===== src/rtl/serial_add_ctrl_if.sv =====
// -----------------------------------------------------------------------------
// serial_add_ctrl_if
// Purpose : request/result bundle between a requester and serial_add_ctrl.
// Signals : start  - request, sampled by the sequencer in IDLE or DONE
//           clr    - synchronous abort, returns the sequencer to IDLE
//           A, B   - WIDTH-bit operands, captured on an accepted start
//           CIN    - initial carry-in, captured on an accepted start
//           busy   - high while the addition is in progress
//           done   - one-cycle pulse, SUM/COUT newly updated
//           SUM    - WIDTH-bit result, held until next completion/clr/reset
//           COUT   - final carry-out, held with SUM
// Modports: master = requester side, slave = sequencer side.
// -----------------------------------------------------------------------------
interface serial_add_ctrl_if #(
  parameter int WIDTH = 8
);
  logic             start;
  logic             clr;
  logic [WIDTH-1:0] A;
  logic [WIDTH-1:0] B;
  logic             CIN;
  logic             busy;
  logic             done;
  logic [WIDTH-1:0] SUM;
  logic             COUT;

  modport master (
    output start, clr, A, B, CIN,
    input  busy, done, SUM, COUT
  );

  modport slave (
    input  start, clr, A, B, CIN,
    output busy, done, SUM, COUT
  );
endinterface


===== src/rtl/serial_add_ctrl.sv =====
// -----------------------------------------------------------------------------
// serial_add_ctrl
// Purpose : bit-serial WIDTH-bit adder sequencer. One full-adder evaluation per
//           clock, LSB first, with a carry flop linking consecutive bits.
//           Owns the operand shift registers, bit counter and result register.
// Ports   : CLK - clock, rising edge
//           RST - asynchronous active-high reset, clears all state
//           bus - serial_add_ctrl_if.slave (start/clr/A/B/CIN in,
//                 busy/done/SUM/COUT out, all outputs registered)
// Latency : start sampled at edge k -> done high after edge k+WIDTH.
// -----------------------------------------------------------------------------
module serial_add_ctrl #(
  parameter int WIDTH = 8
) (
  input  logic              CLK,
  input  logic              RST,
  serial_add_ctrl_if.slave  bus
);

  localparam int CNT_W = $clog2(WIDTH + 1);

  typedef enum logic [1:0] {
    ST_IDLE = 2'b00,
    ST_ADD  = 2'b01,
    ST_DONE = 2'b10
  } state_t;

  // Full-adder cell equations.
  function automatic logic fa_sum(input logic a, input logic b, input logic ci);
    return a ^ b ^ ci;
  endfunction

  function automatic logic fa_carry(input logic a, input logic b, input logic ci);
    return (a & b) | (ci & (a ^ b));
  endfunction

  state_t           state_r;
  logic [WIDTH-1:0] a_sr_r;
  logic [WIDTH-1:0] b_sr_r;
  logic [WIDTH-1:0] r_sr_r;
  logic             carry_r;
  logic [CNT_W-1:0] cnt_r;
  logic             busy_r;
  logic             done_r;
  logic [WIDTH-1:0] sum_r;
  logic             cout_r;

  logic             bit_sum_s;
  logic             bit_carry_s;
  logic             last_bit_s;

  assign bit_sum_s   = fa_sum(a_sr_r[0], b_sr_r[0], carry_r);
  assign bit_carry_s = fa_carry(a_sr_r[0], b_sr_r[0], carry_r);
  assign last_bit_s  = (cnt_r == CNT_W'(WIDTH - 1));

  // Sequencer FSM with operand capture, serial datapath and registered outputs.
  always_ff @(posedge CLK or posedge RST) begin
    if (RST) begin
      state_r <= ST_IDLE;
      a_sr_r  <= '0;
      b_sr_r  <= '0;
      r_sr_r  <= '0;
      carry_r <= 1'b0;
      cnt_r   <= '0;
      busy_r  <= 1'b0;
      done_r  <= 1'b0;
      sum_r   <= '0;
      cout_r  <= 1'b0;
    end else if (bus.clr) begin
      // Abort wins over a simultaneous start; the in-flight result is dropped.
      state_r <= ST_IDLE;
      a_sr_r  <= '0;
      b_sr_r  <= '0;
      r_sr_r  <= '0;
      carry_r <= 1'b0;
      cnt_r   <= '0;
      busy_r  <= 1'b0;
      done_r  <= 1'b0;
      sum_r   <= '0;
      cout_r  <= 1'b0;
    end else begin
      case (state_r)
        ST_IDLE: begin
          done_r <= 1'b0;
          if (bus.start) begin
            a_sr_r  <= bus.A;
            b_sr_r  <= bus.B;
            carry_r <= bus.CIN;
            cnt_r   <= '0;
            busy_r  <= 1'b1;
            state_r <= ST_ADD;
          end else begin
            busy_r  <= 1'b0;
            state_r <= ST_IDLE;
          end
        end

        ST_ADD: begin
          // start is ignored here; operands were already captured.
          a_sr_r  <= {1'b0, a_sr_r[WIDTH-1:1]};
          b_sr_r  <= {1'b0, b_sr_r[WIDTH-1:1]};
          r_sr_r  <= {bit_sum_s, r_sr_r[WIDTH-1:1]};
          carry_r <= bit_carry_s;
          cnt_r   <= cnt_r + CNT_W'(1);
          if (last_bit_s) begin
            sum_r   <= {bit_sum_s, r_sr_r[WIDTH-1:1]};
            cout_r  <= bit_carry_s;
            done_r  <= 1'b1;
            busy_r  <= 1'b0;
            state_r <= ST_DONE;
          end else begin
            done_r  <= 1'b0;
            busy_r  <= 1'b1;
            state_r <= ST_ADD;
          end
        end

        ST_DONE: begin
          done_r <= 1'b0;
          if (bus.start) begin
            // Back-to-back request: reload straight from DONE.
            a_sr_r  <= bus.A;
            b_sr_r  <= bus.B;
            carry_r <= bus.CIN;
            cnt_r   <= '0;
            busy_r  <= 1'b1;
            state_r <= ST_ADD;
          end else begin
            busy_r  <= 1'b0;
            state_r <= ST_IDLE;
          end
        end

        default: begin
          // Unreachable encoding 2'b11: recover to IDLE.
          busy_r  <= 1'b0;
          done_r  <= 1'b0;
          cnt_r   <= '0;
          state_r <= ST_IDLE;
        end
      endcase
    end
  end

  assign bus.busy = busy_r;
  assign bus.done = done_r;
  assign bus.SUM  = sum_r;
  assign bus.COUT = cout_r;

endmodule


===== src/flat_wrapper.sv =====
// flat-port wrapper written by rule: the top's interface ports become plain ports
module serial_add_ctrl_flat 
#(
  parameter int WIDTH = 8
)
  (CLK, RST, bus_start, bus_clr, bus_A, bus_B, bus_CIN, bus_busy, bus_done, bus_SUM, bus_COUT);
  serial_add_ctrl_if #(.WIDTH(WIDTH)) bus_i ();
  input  logic CLK;
  input  logic RST;
  input wire logic [$bits(bus_i.start)-1:0] bus_start;
  input wire logic [$bits(bus_i.clr)-1:0] bus_clr;
  input wire logic [$bits(bus_i.A)-1:0] bus_A;
  input wire logic [$bits(bus_i.B)-1:0] bus_B;
  input wire logic [$bits(bus_i.CIN)-1:0] bus_CIN;
  output wire logic [$bits(bus_i.busy)-1:0] bus_busy;
  output wire logic [$bits(bus_i.done)-1:0] bus_done;
  output wire logic [$bits(bus_i.SUM)-1:0] bus_SUM;
  output wire logic [$bits(bus_i.COUT)-1:0] bus_COUT;
  assign bus_i.start = bus_start;
  assign bus_i.clr = bus_clr;
  assign bus_i.A = bus_A;
  assign bus_i.B = bus_B;
  assign bus_i.CIN = bus_CIN;
  assign bus_busy = bus_i.busy;
  assign bus_done = bus_i.done;
  assign bus_SUM = bus_i.SUM;
  assign bus_COUT = bus_i.COUT;
  serial_add_ctrl #(.WIDTH(WIDTH)) u_core (.CLK(CLK), .RST(RST), .bus(bus_i));
endmodule

===== config.mk =====
export PLATFORM = sky130hd
export DESIGN_NAME = serial_add_ctrl_flat
export DESIGN_NICKNAME = d
export VERILOG_FILES = /design/src/rtl/serial_add_ctrl_if.sv /design/src/rtl/serial_add_ctrl.sv /design/src/flat_wrapper.sv
export SDC_FILE = /design/constraint.sdc
export NUM_CORES = 1
export LEC_CHECK = 0
export CAP_MARGIN = 30
export CORE_MARGIN = 1
export CORE_UTILIZATION = 53
export DETAILED_ROUTE_END_ITERATION = 12
export GPL_ROUTABILITY_DRIVEN = 0
export PLACE_DENSITY_LB_ADDON = 0.15
export SETUP_SLACK_MARGIN = 0.05
export SYNTH_ARGS = -nofsm -noshare
export SYNTH_HDL_FRONTEND = slang
export SYNTH_SLANG_ARGS = --single-unit

===== constraint.sdc =====
create_clock -name CLK -period 1.7 [get_ports CLK]
set_input_delay 0.255 -clock CLK [delete_from_list [all_inputs] [get_ports CLK]]
set_output_delay 0.255 -clock CLK [all_outputs]
set_load 0.1 [all_outputs]

==> impl_summary.md <==
Pwr
The analysis attributes to net switching a power of 0.0005011 W. The share of total power dissipated in combinational logic is 0.150. Of the total power, the share spent switching nets is 0.2386. The worst IR drop on VDD is 0.5412 mV.

The internal portion of the total power is between 0.0015 and 0.002 W. For this design the ratio of total power to cell area is 807.2 mW/mm2. The proportion of power drawn by flip-flops and latches is 0.490.

Of the total power, the clock network draws 0.360. Summed over all cells, the static leakage comes to 1.134 nW.

Setup path
The worst setup path is launched from a flop. The reg-to-reg startpoint is u_core.state_r[0]$_DFF_PP0_. At the worst endpoint, the arrival time is 1.69 ns. The worst reg-to-reg setup slack is 0.19 ns. The largest single stage delay on the critical path is 0.49 ns. The buffers plus inverters on the worst setup path is 1.

The nature of the critical path endpoint is a flop. The worst register-to-register path ends at u_core.a_sr_r[0]$_DFFE_PP0P_. At the worst endpoint, the required time is around 1.9 ns. Traced cell by cell, the critical path runs through and2b_4, nor3_4, buf_4, mux2_2. The critical path class is flop to flop. The top cell family by delay on the critical path is flip-flops. The number of cells traversed by the worst register-to-register path is 4. The biggest fanout along the worst timing path is 9. Among all stages on the critical path, the largest delay is contributed by dfrtp_4.

Cells and area
At the end of the flow, the number of nets in the layout was 238. The number of antenna cells inserted is 0. Leaving out fill and tap cells, the most frequent cells in the layout are dfrtp_1, mux2i_1, nand2b_1, clkdlybuf4s50_1, nor2_1. The post-layout instance count excluding filler cells is approximately 260. Summing all non-filler instances in the final layout gives an area of between 0.002 and 0.003 mm2.

Leaving out fill and tap cells, the most frequent cell in the layout is dfrtp_1. The post-synthesis to final-layout area growth is 32.48%. Once layout is complete, the utilization of the core stands at 0.7561. The fraction of layout instances using a drive strength above 1 is 0.2269.

Timing
The setup-violating endpoint count in the final report is 0. The portion of the clock cycle consumed by the worst path in the final layout is 0.8859. The transition time at the pin with the least slew margin is around 0.36 ns. The max-slew violation count is 0. The remaining max-slew budget at the tightest pin is 0.7595. The fmax is 664.0 MHz. The number of endpoints with negative hold slack in the final report was 0. The final worst-path setup slack is between 0.15 and 0.2 ns. The clock period minus final worst setup slack is 1.506 ns. Setup repair after global routing left no endpoint under its margin. Clock skew on the completed layout was measured at 0.007431 ns.

Clocking
The later pin in the worst-skew pair is clocked with a latency of 0.30 ns. The buffers inserted during post-CTS setup optimization is 0. The number of buffers between clock root and the deepest sink is 2. Once the clock tree was built, the resizer swapped 0 gates to a different size. The CTS tree is yes.

The tree is rooted in a clkbuf_8. The TritonCTS buffer count is 5. The number of H-tree levels is 2. After clock tree synthesis, the clock-pin slew on the worst setup and hold paths is 0.08 ns. The number of buffers inserted by hold repair at cts is 0. The number of sinks handled by clock tree synthesis is 40.

GRT
The initial antenna violation count is 0. The total routing usage reported by global routing is 0.2137. The total overflow left after global routing is 0.

The first global-routing pass estimated around 6.4 mm of wire. The via count of the first global-routing pass is about 1400. Entering global routing, the biggest net connects 41 pins.

Detailed routing
The average wire per cell in the routed design is 14.01 um. In this run, the number of DRC markers left after iteration 0 of detailed routing was 46. The via count of the routed design is roughly 1400. After detailed routing, the number of vias per cell comes to 5.286. The total length of routed wires is 3.670 mm. The antenna violation net count after detailed routing is 0. The post-detailed-route DRC marker count is 0. For this run, the detailed router's first-pass iteration total came to 4.

Synthesis
The register bit count reported by yosys is 40. Of the total synthesized cell area, the portion taken by full adders, half adders and majority gates is 0.01656. dfrtp_1 takes more of the synthesized area than any other cell. Yosys printed 0 warnings. The mean instance size in the synthesized netlist is 11.16 um2. Ranked by total cell area, the synthesized netlist is headed by dfrtp_1, mux2i_1, mux2_2, nand2b_1, nor2_1. The area share of and/or/nand/nor cells after synthesis is 0.1924.

Counting every net in the synthesized netlist gives between 150 and 200. After synthesis the cells add up to between 0.0015 and 0.002 mm2. The sequential element share of the synthesized area is 0.5096. The post-synthesis cell type count is 29. By area, the combinational part of the netlist is dominated by multiplexers.

The number of standard cells after synthesis is approximately 180. The share of the synthesized area in compound gates (AO/OA/AOI/OAI) came to 0.04777. The area share of the largest cell type after synthesis is 0.5096. The xor-xnor portion of the synthesized cell area is 0.

The multiplexer fraction of the synthesized cell area is 0.2025.

Run
Max-cap violations in this run came to 0.

Floorplanning
The row count is 21. The die is 62.88 um wide. The initial cell density of the core is 0.5707.

The die outline area is 0.003954 mm2. The floorplan step defined a core boundary enclosing 0.003442 mm2. The number of top-level pins is 32.

The die height is roughly 63 um.

Placement
The post-placement setup slack is between 0.02 and 0.025 ns. The HPWL after detailed placement is 2.587 mm. The standard cell area after detailed placement is approximately 0.0025 mm2.

The number of placed instances, taps included, is 254. The count of buffers added on input and output ports is 31.

Worst hold path
The min-delay analysis places its worst path in the category input port to asynchronous set/reset pin.

Outcome
The run finished with clean final reports.
[tightest hold or removal path, cell delays in order]
cell,delay [ns]
clkdlybuf4s50_1,0.39
inv_1,0.09
buf_12,0.23
[kinds of logic (layout without fill, tap and decap cells)]
| logic type | Yosys count | in the layout |
|---|---|---|
| muxes | 38 | 38 |
| adders and majority gates | 2 | 2 |
| and+or+nand+nor | 68 | 68 |
| AOI/OAI and AO/OA | 16 | 16 |
| DFF | 40 | 40 |
| buffers and inverters | 12 | 52 |
[metal layers]
metal	wire [um]	global-route usage	up-vias	part of all wire
li1	-	-	674	-
met1	1645	0.2633	676	0.45
met2	1820	0.3575	27	0.50
met3	141	0.05109	8	0.038
met4	62	0.08721	0	0.017
met5	0	0	-	0
[per-stage QoR]
stage / total power (W) / setup TNS (ns) / hold slack (ns)
after CTS: 0.002120 / 0 / 0.3145
final: 0.002101 / 0 / 0.3119
after global routing: 0.002195 / 0 / 0.3390
after floorplan: 0.001245 / -0.5954 / 0.4491
after global placement: 0.001349 / 0 / 0.4702
after detailed placement: 0.001362 / 0 / 0.4725
[worst max-delay path by stage]
stage	from	end	slack [ns]	cells past startpoint
CTS	u_core.state_r[0]$_DFF_PP0_	u_core.a_sr_r[4]$_DFFE_PP0P_	0.20	4
global placement	bus_start	u_core.a_sr_r[3]$_DFFE_PP0P_	0.04	5
detailed placement	bus_start	u_core.a_sr_r[4]$_DFFE_PP0P_	0.02	5
global route	u_core.cnt_r[0]$_DFFE_PP0P_	u_core.bus.SUM[3]$_DFFE_PP0P_	0.12	4
finish	u_core.state_r[0]$_DFF_PP0_	u_core.a_sr_r[0]$_DFFE_PP0P_	0.19	4
floorplan	u_core.state_r[0]$_DFF_PP0_	u_core.a_sr_r[0]$_DFFE_PP0P_	-0.07	4
[synthesized netlist by cell type]
cell type and count:
dfrtp_1 40, mux2i_1 24, nand2b_1 20, nor2_1 18
mux2_2 14, nand2_1 14, a21oi_1 10, clkbuf_1 7
nand3b_1 3, a21o_1 2, a22oi_1 2, buf_4 2
nor3_1 2, nor3b_1 2, nor4bb_1 2, a211o_1 1
and2b_1 1, and2b_4 1, buf_2 1, buf_6 1
fa_1 1, ha_1 1, inv_1 1, nand3_1 1
nor2_4 1, nor3_4 1, nor4_1 1, nor4b_1 1
o21ai_0 1
[registers in the layout, summed over array words and instances, names as in the netlist]
register and cells:
u_core.a_sr_r 8, u_core.b_sr_r 8, u_core.bus.SUM 8, u_core.r_sr_r 7, u_core.cnt_r 4, u_core.state_r 2, u_core.bus.COUT 1, u_core.bus.done 1
u_core.carry_r 1
[power by group through the flow]
stage	clock [W]	combinational, W	sequential (W)
3_5_place_dp	0	0.000315	0.00105
2_1_floorplan	0	0.000193	0.00105
6_report	0.000757	0.000315	0.00103
4_1_cts	0.000775	0.000317	0.00103
5_1_grt	0.000816	0.000345	0.00103
3_3_place_gp	0	0.000306	0.00104
[layout make-up]
class                      count  area, um2
timing repair buffer          43      523.0
sequential                    40       1005
multi-input combinational    124      902.1
clock inverter                 3      42.54
inverter                       1      3.754
fill                         228      839.6
clock buffer                   5      68.82
tap                           46      57.56
(Power assumes the default switching activity.)
